**src/rtl/bus_sequencer_if.sv**
```systemverilog
// Bus sequencer interface.
// Purpose: groups the run-control, memory-ready, IR and datapath strobe
// signals that pass between the sequencer and the rest of the CPU.
// Ports (signals):
//   start, mem_rdy, ir[31:0]          : driven toward the sequencer
//   bus_sel[4:0], mar_in, pc_in,
//   inc_pc, read, mdr_in, ir_in,
//   y_in, z_in, hi_in, lo_in,
//   r_in[15:0], alu_op[4:0],
//   busy, done, illegal               : driven by the sequencer
// Modports:
//   master : the sequencer's view (drives bus select and strobes)
//   slave  : the datapath / run-control view
interface bus_sequencer_if;
  logic        start;
  logic        mem_rdy;
  logic [31:0] ir;

  logic [4:0]  bus_sel;
  logic        mar_in;
  logic        pc_in;
  logic        inc_pc;
  logic        read;
  logic        mdr_in;
  logic        ir_in;
  logic        y_in;
  logic        z_in;
  logic        hi_in;
  logic        lo_in;
  logic [15:0] r_in;
  logic [4:0]  alu_op;
  logic        busy;
  logic        done;
  logic        illegal;

  modport master (
    input  start, mem_rdy, ir,
    output bus_sel, mar_in, pc_in, inc_pc, read, mdr_in, ir_in,
           y_in, z_in, hi_in, lo_in, r_in, alu_op, busy, done, illegal
  );

  modport slave (
    output start, mem_rdy, ir,
    input  bus_sel, mar_in, pc_in, inc_pc, read, mdr_in, ir_in,
           y_in, z_in, hi_in, lo_in, r_in, alu_op, busy, done, illegal
  );
endinterface

```
**src/rtl/bus_sequencer.sv**
```systemverilog
// Bus sequencer.
// Purpose: steps one instruction at a time through fetch (T0-T2) and
// register-register execute (T3-T6). It is the only driver of the 32:1 bus
// mux select and it pulses the register load strobes on the bus.
// Ports:
//   clk    : datapath clock, all state changes on its rising edge
//   reset  : asynchronous, active-high; forces IDLE immediately
//   bus    : bus_sequencer_if.master (start/mem_rdy/ir in; bus_sel,
//            strobes, r_in, alu_op, busy, done, illegal out)
module bus_sequencer (
  input  logic                   clk,
  input  logic                   reset,
  bus_sequencer_if.master        bus
);

  typedef enum logic [2:0] {
    S_IDLE,
    S_T0,
    S_T1,
    S_T2,
    S_T3,
    S_T4,
    S_T5,
    S_T6
  } state_t;

  // Fixed mux select codes for the non-register-file bus sources.
  localparam logic [4:0] SEL_ZHI  = 5'd5;
  localparam logic [4:0] SEL_ZLOW = 5'd4;
  localparam logic [4:0] SEL_PC   = 5'd3;
  localparam logic [4:0] SEL_MDR  = 5'd2;
  localparam logic [4:0] SEL_R0   = 5'd23;

  localparam logic [4:0] OP_MUL        = 5'd15;
  localparam logic [4:0] OP_DIV        = 5'd16;
  localparam logic [4:0] OP_LAST_LEGAL = 5'd16;

  state_t state_q;
  state_t state_d;

  logic [4:0] opcode;
  logic [3:0] ra;
  logic [3:0] rb;
  logic [3:0] rc;
  logic       ir_unused;

  assign opcode    = bus.ir[31:27];
  assign ra        = bus.ir[26:23];
  assign rb        = bus.ir[22:19];
  assign rc        = bus.ir[18:15];
  assign ir_unused = ^bus.ir[14:0];

  // State register; reset aborts any instruction in flight and all outputs
  // fall back to their IDLE decode without waiting for a clock edge.
  always_ff @(posedge clk or posedge reset) begin
    if (reset) begin
      state_q <= S_IDLE;
    end else begin
      state_q <= state_d;
    end
  end

  // Next-state and output decode. Outputs are a Moore decode of state_q,
  // except the T1 load of PC/MDR which waits on mem_rdy. Register sources
  // map to 23-n, which for a 4-bit n always lands in 8..23, so the undefined
  // mux inputs 24..31 can never be selected.
  always_comb begin
    state_d      = state_q;
    bus.bus_sel  = SEL_PC;
    bus.mar_in   = 1'b0;
    bus.pc_in    = 1'b0;
    bus.inc_pc   = 1'b0;
    bus.read     = 1'b0;
    bus.mdr_in   = 1'b0;
    bus.ir_in    = 1'b0;
    bus.y_in     = 1'b0;
    bus.z_in     = 1'b0;
    bus.hi_in    = 1'b0;
    bus.lo_in    = 1'b0;
    bus.r_in     = 16'h0000;
    bus.alu_op   = 5'd0;
    bus.done     = 1'b0;
    bus.illegal  = 1'b0;
    bus.busy     = (state_q != S_IDLE);

    case (state_q)
      S_IDLE: begin
        if (bus.start) begin
          state_d = S_T0;
        end
      end

      S_T0: begin
        bus.bus_sel = SEL_PC;
        bus.mar_in  = 1'b1;
        bus.inc_pc  = 1'b1;
        bus.z_in    = 1'b1;
        state_d     = S_T1;
      end

      // Memory wait loop: read stays asserted until the data is valid.
      S_T1: begin
        bus.bus_sel = SEL_ZLOW;
        bus.read    = 1'b1;
        if (bus.mem_rdy) begin
          bus.pc_in  = 1'b1;
          bus.mdr_in = 1'b1;
          state_d    = S_T2;
        end
      end

      S_T2: begin
        bus.bus_sel = SEL_MDR;
        bus.ir_in   = 1'b1;
        if (opcode <= OP_LAST_LEGAL) begin
          state_d = S_T3;
        end else begin
          bus.done    = 1'b1;
          bus.illegal = 1'b1;
          state_d     = S_IDLE;
        end
      end

      S_T3: begin
        bus.bus_sel = SEL_R0 - {1'b0, rb};
        bus.y_in    = 1'b1;
        state_d     = S_T4;
      end

      S_T4: begin
        bus.bus_sel = SEL_R0 - {1'b0, rc};
        bus.alu_op  = opcode;
        bus.z_in    = 1'b1;
        state_d     = S_T5;
      end

      // mul/div produce a 64-bit result that goes to LO/HI instead of Ra.
      S_T5: begin
        bus.bus_sel = SEL_ZLOW;
        if ((opcode == OP_MUL) || (opcode == OP_DIV)) begin
          bus.lo_in = 1'b1;
          state_d   = S_T6;
        end else begin
          bus.r_in = 16'h0001 << ra;
          bus.done = 1'b1;
          state_d  = S_IDLE;
        end
      end

      S_T6: begin
        bus.bus_sel = SEL_ZHI;
        bus.hi_in   = 1'b1;
        bus.done    = 1'b1;
        state_d     = S_IDLE;
      end

      default: begin
        state_d = S_IDLE;
      end
    endcase
  end

endmodule

```
**src/flat_wrapper.sv**
```systemverilog
// flat-port wrapper written by rule: the top's interface ports become plain ports
module bus_sequencer_flat 
  (clk, reset, bus_start, bus_mem_rdy, bus_ir, bus_bus_sel, bus_mar_in, bus_pc_in, bus_inc_pc, bus_read, bus_mdr_in, bus_ir_in, bus_y_in, bus_z_in, bus_hi_in, bus_lo_in, bus_r_in, bus_alu_op, bus_busy, bus_done, bus_illegal);
  bus_sequencer_if bus_i ();
  input  logic clk;
  input  logic reset;
  input wire logic [$bits(bus_i.start)-1:0] bus_start;
  input wire logic [$bits(bus_i.mem_rdy)-1:0] bus_mem_rdy;
  input wire logic [$bits(bus_i.ir)-1:0] bus_ir;
  output wire logic [$bits(bus_i.bus_sel)-1:0] bus_bus_sel;
  output wire logic [$bits(bus_i.mar_in)-1:0] bus_mar_in;
  output wire logic [$bits(bus_i.pc_in)-1:0] bus_pc_in;
  output wire logic [$bits(bus_i.inc_pc)-1:0] bus_inc_pc;
  output wire logic [$bits(bus_i.read)-1:0] bus_read;
  output wire logic [$bits(bus_i.mdr_in)-1:0] bus_mdr_in;
  output wire logic [$bits(bus_i.ir_in)-1:0] bus_ir_in;
  output wire logic [$bits(bus_i.y_in)-1:0] bus_y_in;
  output wire logic [$bits(bus_i.z_in)-1:0] bus_z_in;
  output wire logic [$bits(bus_i.hi_in)-1:0] bus_hi_in;
  output wire logic [$bits(bus_i.lo_in)-1:0] bus_lo_in;
  output wire logic [$bits(bus_i.r_in)-1:0] bus_r_in;
  output wire logic [$bits(bus_i.alu_op)-1:0] bus_alu_op;
  output wire logic [$bits(bus_i.busy)-1:0] bus_busy;
  output wire logic [$bits(bus_i.done)-1:0] bus_done;
  output wire logic [$bits(bus_i.illegal)-1:0] bus_illegal;
  assign bus_i.start = bus_start;
  assign bus_i.mem_rdy = bus_mem_rdy;
  assign bus_i.ir = bus_ir;
  assign bus_bus_sel = bus_i.bus_sel;
  assign bus_mar_in = bus_i.mar_in;
  assign bus_pc_in = bus_i.pc_in;
  assign bus_inc_pc = bus_i.inc_pc;
  assign bus_read = bus_i.read;
  assign bus_mdr_in = bus_i.mdr_in;
  assign bus_ir_in = bus_i.ir_in;
  assign bus_y_in = bus_i.y_in;
  assign bus_z_in = bus_i.z_in;
  assign bus_hi_in = bus_i.hi_in;
  assign bus_lo_in = bus_i.lo_in;
  assign bus_r_in = bus_i.r_in;
  assign bus_alu_op = bus_i.alu_op;
  assign bus_busy = bus_i.busy;
  assign bus_done = bus_i.done;
  assign bus_illegal = bus_i.illegal;
  bus_sequencer u_core (.clk(clk), .reset(reset), .bus(bus_i));
endmodule
```
**config.mk**
```make
export PLATFORM = sky130hd
export DESIGN_NAME = bus_sequencer_flat
export DESIGN_NICKNAME = d
export VERILOG_FILES = /design/src/rtl/bus_sequencer_if.sv /design/src/rtl/bus_sequencer.sv /design/src/flat_wrapper.sv
export SDC_FILE = /design/constraint.sdc
export NUM_CORES = 1
export LEC_CHECK = 0
export ABC_AREA = 0
export CORE_MARGIN = 3
export CORE_UTILIZATION = 29
export CTS_BUF_LIST = sky130_fd_sc_hd__clkbuf_2
export DETAILED_ROUTE_END_ITERATION = 6
export PLACE_DENSITY = 0.86
export SETUP_SLACK_MARGIN = 0.4
export SLEW_MARGIN = 20
export SYNTH_ARGS = -nofsm -noshare
export SYNTH_HDL_FRONTEND = slang
export SYNTH_SLANG_ARGS = --single-unit
```
**constraint.sdc**
```tcl
create_clock -name clk -period 3.6 [get_ports clk]
set_clock_uncertainty 0.2 [all_clocks]
set_input_delay 0.54 -clock clk [delete_from_list [all_inputs] [get_ports clk]]
set_output_delay 0.54 -clock clk [all_outputs]
set_load 0.05 [all_outputs]
```
==> qor.yml <==
die:
  start_util_pct: 31.4
  rows: 16
  ioPinCount: 75
  dieWidth_um: 52.8
  dieArea_um2: 2790
  core_um2: 2020
  die_height_um: 52.8
synthesis:
  synth-edff-count: 0
  yosys_warnings: 0
  synth_area_um2: 636
  synth-seq-cells: 3
  ys_seq_area_share_pct: 11.8
  synthArstFlopShare_pct: 100
  synthDistinctLibCells: 38
  synth_nets: 130
  synth_cells: 94
  synth_area_per_cell_um2: 6.76
  ys.flop_type: "dfrtp_1"
route:
  drc: 0
  drt_iter0_markers: 12
  drt_pass1_iterations: 4
  ant_nets: 0
  avgRoutedWirePerCell_um: 13.2
  via_per_inst: 5.02
  drt-total-wl_um: 2280
  vias: 868
sta:
  setup_viol: 0
  finalCritPeriodShare_pct: 85.3
  slew_headroom_pct: 59.6
  tightest_slew_ns: 0.606
  hold_violations: 0
  max_freq_mhz: 326
  finalCriticalPeriod_ns: 3.07
  setup_tns_ns: 0
  worst_slack_ns: 0.531
  drv_slew: 0
  rsz0062_at_grt: "false"
placement:
  placed_cells: 169
  io_buffer_count: 59
  place_ws_ns: 0.541
  dpl.hpwl_um: 1840
  routabilityCongestion: 0.692
critical_path:
  critPathRequiredTime_ns: 2.86
  critPathKind: "input pin to primary output"
  crit_fanout: 16
  worstSetupStartpointType: "input pin"
  arrival_ns: 2.33
  endpoint_kind: "primary output"
grt:
  grt_antenna_before_repair: 0
  grt_max_degree: 23
  grt_overflow: 0
  grt_pass1_wl_um: 3500
  grtUsageTotal_pct: 16.2
  grt_pass1_vias: 803
final_layout:
  final_layout_size_suffix_gt1_share_pct: 21.2
  n_antenna_cell: 0
  fillers: 182
  largest_reg_flops: 3
  instances_no_fill: 173
  largestRegisters: "u_core.state_q: 3 flops"
  nets: 183
  regMostFlops: "u_core.state_q"
  syn2layout_area_growth_pct: 90.0
clock_network:
  clock_path_buffers: 2
  htree_levels: 1
  post_cts_resized: 0
  ctsHoldBuffers: 0
  clock_latency_ns: 0.20
  root_buffer: "clkbuf_2"
  postCtsSetupBuffers: 0
  cts_tree: "done"
  numCtsBuffers: 3
  clk_pin_slew_ns: 0.04
  cts_sinks: 3
power:
  total_power_w: 0.000775
  powerDensity_nw_per_um2: 641
  vdd_ir_drop_max_mv: 0.416
  leakagePower_nw: 0.502
min_path:
  hold_path.class: "input pin to async pin"
outcome:
  status: "completed"
job:
  maxCapViolCount: 0
## layer usage
| metal | vias up | wire, µm | GRT usage, % |
|---|---|---|---|
| li1 | 440 | - | - |
| met2 | 27 | 1210 | 31.4 |
| met4 | 0 | 0 | 5.11 |
| met1 | 401 | 884 | 18.1 |
| met5 | - | 0 | 0 |
| met3 | 0 | 182 | 1.42 |
## cell usage after synthesis (3+ instances only)
library cell  count  area (µm²)
nor3_1           14        70.1
clkbuf_1          5        18.8
nor2b_1           4        25.0
nand2_1           5        18.8
nor2_1            8        30.0
dfrtp_1           3        75.1
buf_4             3        22.5
inv_1             4        15.0
and3_1            7        43.8
a21oi_1           3        15.0
mux2i_1           3        30.0
## critical path: stages
cell,delay [ns]
clkdlybuf4s50_1,0.45
or4_4,0.57
mux2i_4,0.22
buf_4,0.25
nor3_1,0.09
buf_4,0.20
## cell type report
cell class              instances  area (µm²)  area share, %
clock buffers                   4        20.0           1.66
flip-flops and latches          3        76.3           6.32
multi-input cells              75         497           41.1
repair buffers                 60         566           46.8
inverters                       4        15.0           1.24
well taps                      27        33.8           2.80
## report_power, final
part | total, W | internal [W] | switching [W]
Clock | 0.0000467 | 0.0000293 | 0.0000173
Combinational | 0.000614 | 0.000224 | 0.000390
Sequential | 0.000114 | 0.0000478 | 0.0000661
## layout by cell type, fill, tap and decap left out, drive strengths merged
cell,synthesis,final
a21bo,1,1
a21oi,3,3
and2,2,2
and3,7,7
and3b,1,1
buf,6,19
clkbuf,6,4
clkdlybuf4s50,0,41
dfrtp,3,3
inv,4,4
mux2,1,1
mux2i,4,4
nand2,5,5
nand2b,2,2
nand3,2,2
nand3b,2,2
nand4,2,2
nand4b,2,2
nor2,8,8
nor2b,4,4
nor3,14,14
nor3b,1,1
nor4,1,1
nor4b,1,1
o211ai,1,1
o21a,1,1
o21ai,1,1
o22a,2,2
o22ai,2,2
o41ai,1,1
or2,1,1
or3,1,1
or3b,1,1
or4,1,1
## metrics by stage
| step | hold slack (ns) | instance area [µm²] | utilization, % |
|---|---|---|---|
| final | 0.302 | 1210 | 59.7 |
| after global routing | 0.303 | 1210 | 59.7 |
| after CTS | 0.288 | 1210 | 59.7 |
| after detailed placement | 0.516 | 1190 | 58.7 |
| after global placement | 0.514 | 1190 | 58.7 |
| after floorplan | 0.0936 | 653 | - |
## cell families after synthesis
group                  count (synthesis)  synth area share (%)
muxes                                  5                  10.0
and+or+nand+nor                       58                  52.2
AOI/OAI and AO/OA                     12                  13.2
DFF                                    3                  11.8
buffers and inverters                 16                  12.8
## worst paths after layout
kind	slack [ns]	start	depth (start not counted)	to
worst max-delay path	0.53	bus_ir[27]	6	bus_r_in[11]
worst min-delay path	0.30	reset	2	u_core.state_q[0]
worst min register to register	0.59	u_core.state_q[2]	2	u_core.state_q[1]
worst max register to register	2.00	u_core.state_q[0]	3	u_core.state_q[2]
max in group asynchronous	2.76	reset	2	u_core.state_q[2]
min in group clk	0.59	u_core.state_q[2]	2	u_core.state_q[1]
No activity file was read; power rests on OpenSTA's default activity.
==> edit 1: new RTL, same flow settings <==
Encoding of `state_t`: now one-hot (8 bits for 8 states).
--- a/src/rtl/bus_sequencer.sv
+++ b/src/rtl/bus_sequencer.sv
@@ -13,15 +13,15 @@
   bus_sequencer_if.master        bus
 );
 
-  typedef enum logic [2:0] {
-    S_IDLE,
-    S_T0,
-    S_T1,
-    S_T2,
-    S_T3,
-    S_T4,
-    S_T5,
-    S_T6
+  typedef enum logic [7:0] {
+    S_IDLE = 8'b00000001,
+    S_T0   = 8'b00000010,
+    S_T1   = 8'b00000100,
+    S_T2   = 8'b00001000,
+    S_T3   = 8'b00010000,
+    S_T4   = 8'b00100000,
+    S_T5   = 8'b01000000,
+    S_T6   = 8'b10000000
   } state_t;
 
   // Fixed mux select codes for the non-register-file bus sources.
Function: same outputs for any inputs over 10 cycles, from zero or initial values and one cycle with reset high; not proved beyond that.
==> edit 1 against the original RTL <==
  * Hold slack better by 26 ps
  * Non-clock buffer count up 1
  * Area after synthesis up 31%
  * Setup slack worse by 45 ps
  * Wire length up 25%
  * Sequential cell count up 5
  * Register-to-register slack worse by 170 ps
  * Design area up 33%
  * Power down 31%
  * Combinational power down 46%
==> edit 1: results (changes against the original RTL) <==
worst_slew_pin_slew_ps: 502  # -104 ps
top_regs: "u_core.state_q x8"
combPwrFrac_pct: 62.3  # -17 points
hpwl_mm: 2.34  # +27%
grt_pass1_wl_mm: 4.51  # +29%
grt_usage_pct: 15.7  # -0.46 points
post-place-ws_ps: 456  # -85.4 ps
arrival_ps: 2370  # +40 ps
worst_path_max_delay_cell: "clkdlybuf4s50_1"
p_leak_nw: 0.747  # +49%
r2r_start: "u_core.state_q[1]$_DFFE_PP0P_"
wire_per_inst_microns: 14.0  # +6.7%
min_path_type: "in -> async"
internal-power_mw: 0.264  # -12%
clk_latency_ps: 240  # +40 ps
io_buffers: 59  # unchanged
drive_gt1_share_pct: 21.5  # +0.28 points
grt_pass1_vias: 1040  # +30%
nets: 209  # +14%
ant_nets: 0  # unchanged
drt-initial-drc-count: 38  # +26
syn_nets: 146  # +12%
vdd_ir_drop_max_v: 0.000416  # +0.13%
crit_path_max_fanout: 4  # -12
h-tree-depth: 1  # unchanged
synthTopCellsByCount: "nor2_1 (17), nand3_1 (12), inv_1 (9)"
outcome: "finished clean"
grt_max_degree: 12  # -48%
clk_pin_slew_ps: 90  # +50 ps
critPathMaxStageDelay_ps: 690  # +120 ps
synth_cell_types: 34  # -11%
vias: 1083  # +25%
ys_seq_area_share_pct: 24.1  # +12 points
gp_congestion: 0.789  # +14%
yosys-top-cells-area: "dfrtp_1 (21%), nor2_1 (7.6%), nand4b_1 (7.3%)"
==> edit 1: power groups by stage <==
| stage | sequential [mW] | combinational [mW] | clock, mW |
|---|---|---|---|
| 2_1_floorplan | 0.131 | 0.226 | 0 |
| 3_3_place_gp | 0.134 | 0.324 | 0 |
| 3_5_place_dp | 0.137 | 0.330 | 0 |
| 4_1_cts | 0.135 | 0.331 | 0.0658 |
| 5_1_grt | 0.141 | 0.357 | 0.0674 |
| 6_report | 0.138 | 0.332 | 0.0622 |
==> edit 1: what timing repair did <==
action / CTS / global route
resized for setup: 8 / 9
setup endpoints to repair: 8 / 9
buffers inserted: 0 / 0
==> edit 1: kinds of logic after synthesis <==
logic type	after synthesis	synth area share, %
AO/OA/AOI/OAI	12	12.1
XOR/XNOR	3	3.14
buffers and inverters	12	6.44
flip-flops	8	24.1
AND/OR/NAND/NOR	75	54.2
==> edit 1: layer usage <==
layer / share of wire (%) / global-route usage (%) / up-vias
met2: 54 / 28.5 / 48
met4: 0 / 4.43 / 0
met3: 8.4 / 1.94 / 0
met1: 38 / 19.2 / 508
met5: 0 / 0 / -
li1: - / - / 527
==> edit 1: worst paths after layout <==
check | end | slack (ps) | cells past startpoint
max | bus_illegal | 490 | 5
max in group asynchronous | u_core.state_q[0]$_DFFE_PP1P_ | 2580 | 2
min in group clk | u_core.state_q[1]$_DFFE_PP0P_ | 450 | 2
max reg2reg | u_core.state_q[0]$_DFFE_PP1P_ | 1830 | 5
min reg2reg | u_core.state_q[1]$_DFFE_PP0P_ | 450 | 2
min | u_core.state_q[3]$_DFFE_PP0P_ | 330 | 2
==> edit 1: final cells by class <==
| cell class | instances | area (sq um) |
|---|---|---|
| inverters | 9 | 33.8 |
| clock buffers | 4 | 20.0 |
| flip-flops and latches | 8 | 201 |
| well taps | 30 | 37.5 |
| repair buffers | 61 | 693 |
| fillers | 241 | 1000 |
| multi-input cells | 90 | 622 |
==> edit 1: metrics by stage <==
step | hold WS (ps) | cell area, sq um | std cells
detailed placement | 428 | 1550 | 198
CTS | 320 | 1560 | 202
global route | 349 | 1610 | 202
global placement | 416 | 1550 | 198
floorplan | 155 | 836 | 110
finish | 328 | 1610 | 202
==> edit 1: critical path, delay by kind of cell <==
kind	cells	cell delay (ps)
compound gates	1	470
simple gates	1	150
buf+inv	3	1200
==> edit 2: new RTL, same settings <==
Without the edit above. Make the reset (`reset`) synchronous in one clocked block. Comments in the files are not updated.
--- a/src/rtl/bus_sequencer.sv
+++ b/src/rtl/bus_sequencer.sv
@@ -52,7 +52,7 @@
 
   // State register; reset aborts any instruction in flight and all outputs
   // fall back to their IDLE decode without waiting for a clock edge.
-  always_ff @(posedge clk or posedge reset) begin
+  always_ff @(posedge clk) begin
     if (reset) begin
       state_q <= S_IDLE;
     end else begin
Function: differs if reset is asserted again (counterexample within 4 cycles, from zero or initial values and one cycle with reset high); with reset held inactive, the same outputs for 10 cycles.
==> edit 2 against the original RTL <==
  * Register-to-register slack worse by 270 ps
  * Design area is 6.9% lower
  * Wire length shrank 7.6%
  * Critical path depth is the same
  * Setup slack gained 41 ps
  * Area after synthesis down 18%
  * Sequential cell count is the same
Power is left out: it rests on default switching activity, and per cell area and clock period it moved more than threefold.
==> edit 2: results (changes against the original RTL) <==
synthTopCellsByCount: "nor2_1 (19), nor3_1 (9), and3_1 (7), nand2_1 (7)"
grt_max_degree: 18  # -22%
grt_use_met3_pct: 10.1  # +8.7 points
syn_nets: 120  # -7.7%
placed_area_sq_um: 1090  # -8.2%
worst_slew_pin_slew_ps: 529  # -76.8 ps
arrival_ps: 2290  # -40 ps
grt_pass1_wl_mm: 3.48  # -0.40%
r2r-end: "u_core.state_q[2]$_SDFFE_PP0P_"
yosys-top-cells-area: "nor2_1 (14%), dfxtp_1 (12%), nor3_1 (8.7%)"
critPathTopFamily: "simple AND/OR/NAND/NOR gates"
hpwl_mm: 1.74  # -5.6%
ys_seq_area_share_pct: 11.6  # -0.24 points
hold_slack_ps: 451  # +149 ps
fillers: 132  # -27%
critPathMaxStageDelay_ps: 540  # -30 ps
routed_via_density: 5.13  # +2.2%
syn_area_sq_um: 519  # -18%
synthArstFlopShare_pct: 0  # -100 points
outcome: "finished clean"
drive_gt1_share_pct: 20.4  # -0.81 points
use_met2_pct: 33.3  # +1.9 points
crit_path_max_fanout: 8  # -8
gp_congestion: 0.753  # +8.8%
drt-initial-drc-count: 16  # +4
nets: 179  # -2.2%
wire_per_inst_microns: 12.7  # -3.7%
grt_usage_pct: 18.3  # +2.1 points
min_path_type: "reg -> reg"
-- edit 2: area by class of cell --
type,count,area share (%)
Timing Repair Buffer,60,51.2
Multi-Input combinational cell,70,37.3
Sequential cell,3,5.35
Tap cell,24,2.67
Inverter,5,1.67
Clock buffer,4,1.78
-- edit 2: logic make-up after synthesis --
| logic type | count (synthesis) | share of synthesized area, % |
|---|---|---|
| compound gates | 17 | 26.0 |
| flops | 3 | 11.6 |
| mux | 1 | 2.89 |
| buf+inv | 11 | 9.64 |
| simple gates | 52 | 49.9 |
-- edit 2: metrics by stage --
| stage | setup WS, ps | std cells | util (%) |
|---|---|---|---|
| detailed placement | 425 | 162 | 68.3 |
| global route | 434 | 166 | 70.5 |
| finish | 572 | 166 | 70.5 |
| CTS | 416 | 166 | 69.5 |
| floorplan | 579 | 84 | - |
| global placement | 431 | 162 | 68.3 |
-- edit 2: how the worst max path moves through the flow --
stage | from | end | slack [ps] | cells after the start
after global routing | u_core.state_q[2]$_SDFFE_PP0P_ | bus_bus_sel[2] | 430 | 4
after detailed placement | bus_ir[27] | bus_illegal | 420 | 5
final | bus_ir[27] | bus_r_in[13] | 570 | 6
after CTS | u_core.state_q[2]$_SDFFE_PP0P_ | bus_bus_sel[4] | 420 | 5
after global placement | bus_ir[27] | bus_illegal | 430 | 5
after floorplan | u_core.state_q[1]$_SDFFE_PP0P_ | bus_r_in[8] | 580 | 5
-- edit 2: per-layer routing --
metal  up-vias  share of wire [%]  routed length, microns
met2        49                 48                    1010
li1        421                  -                       -
met3         4                 13                     265
met4         0                1.2                      25
met1       377                 38                     802
met5         -                  0                       0
-- edit 2: repair_timing --
action,in CTS,in global routing
resized for setup,0,5
hold endpoints to repair,0,0
setup buffers,0,0
endpoints found under the setup margin,0,14
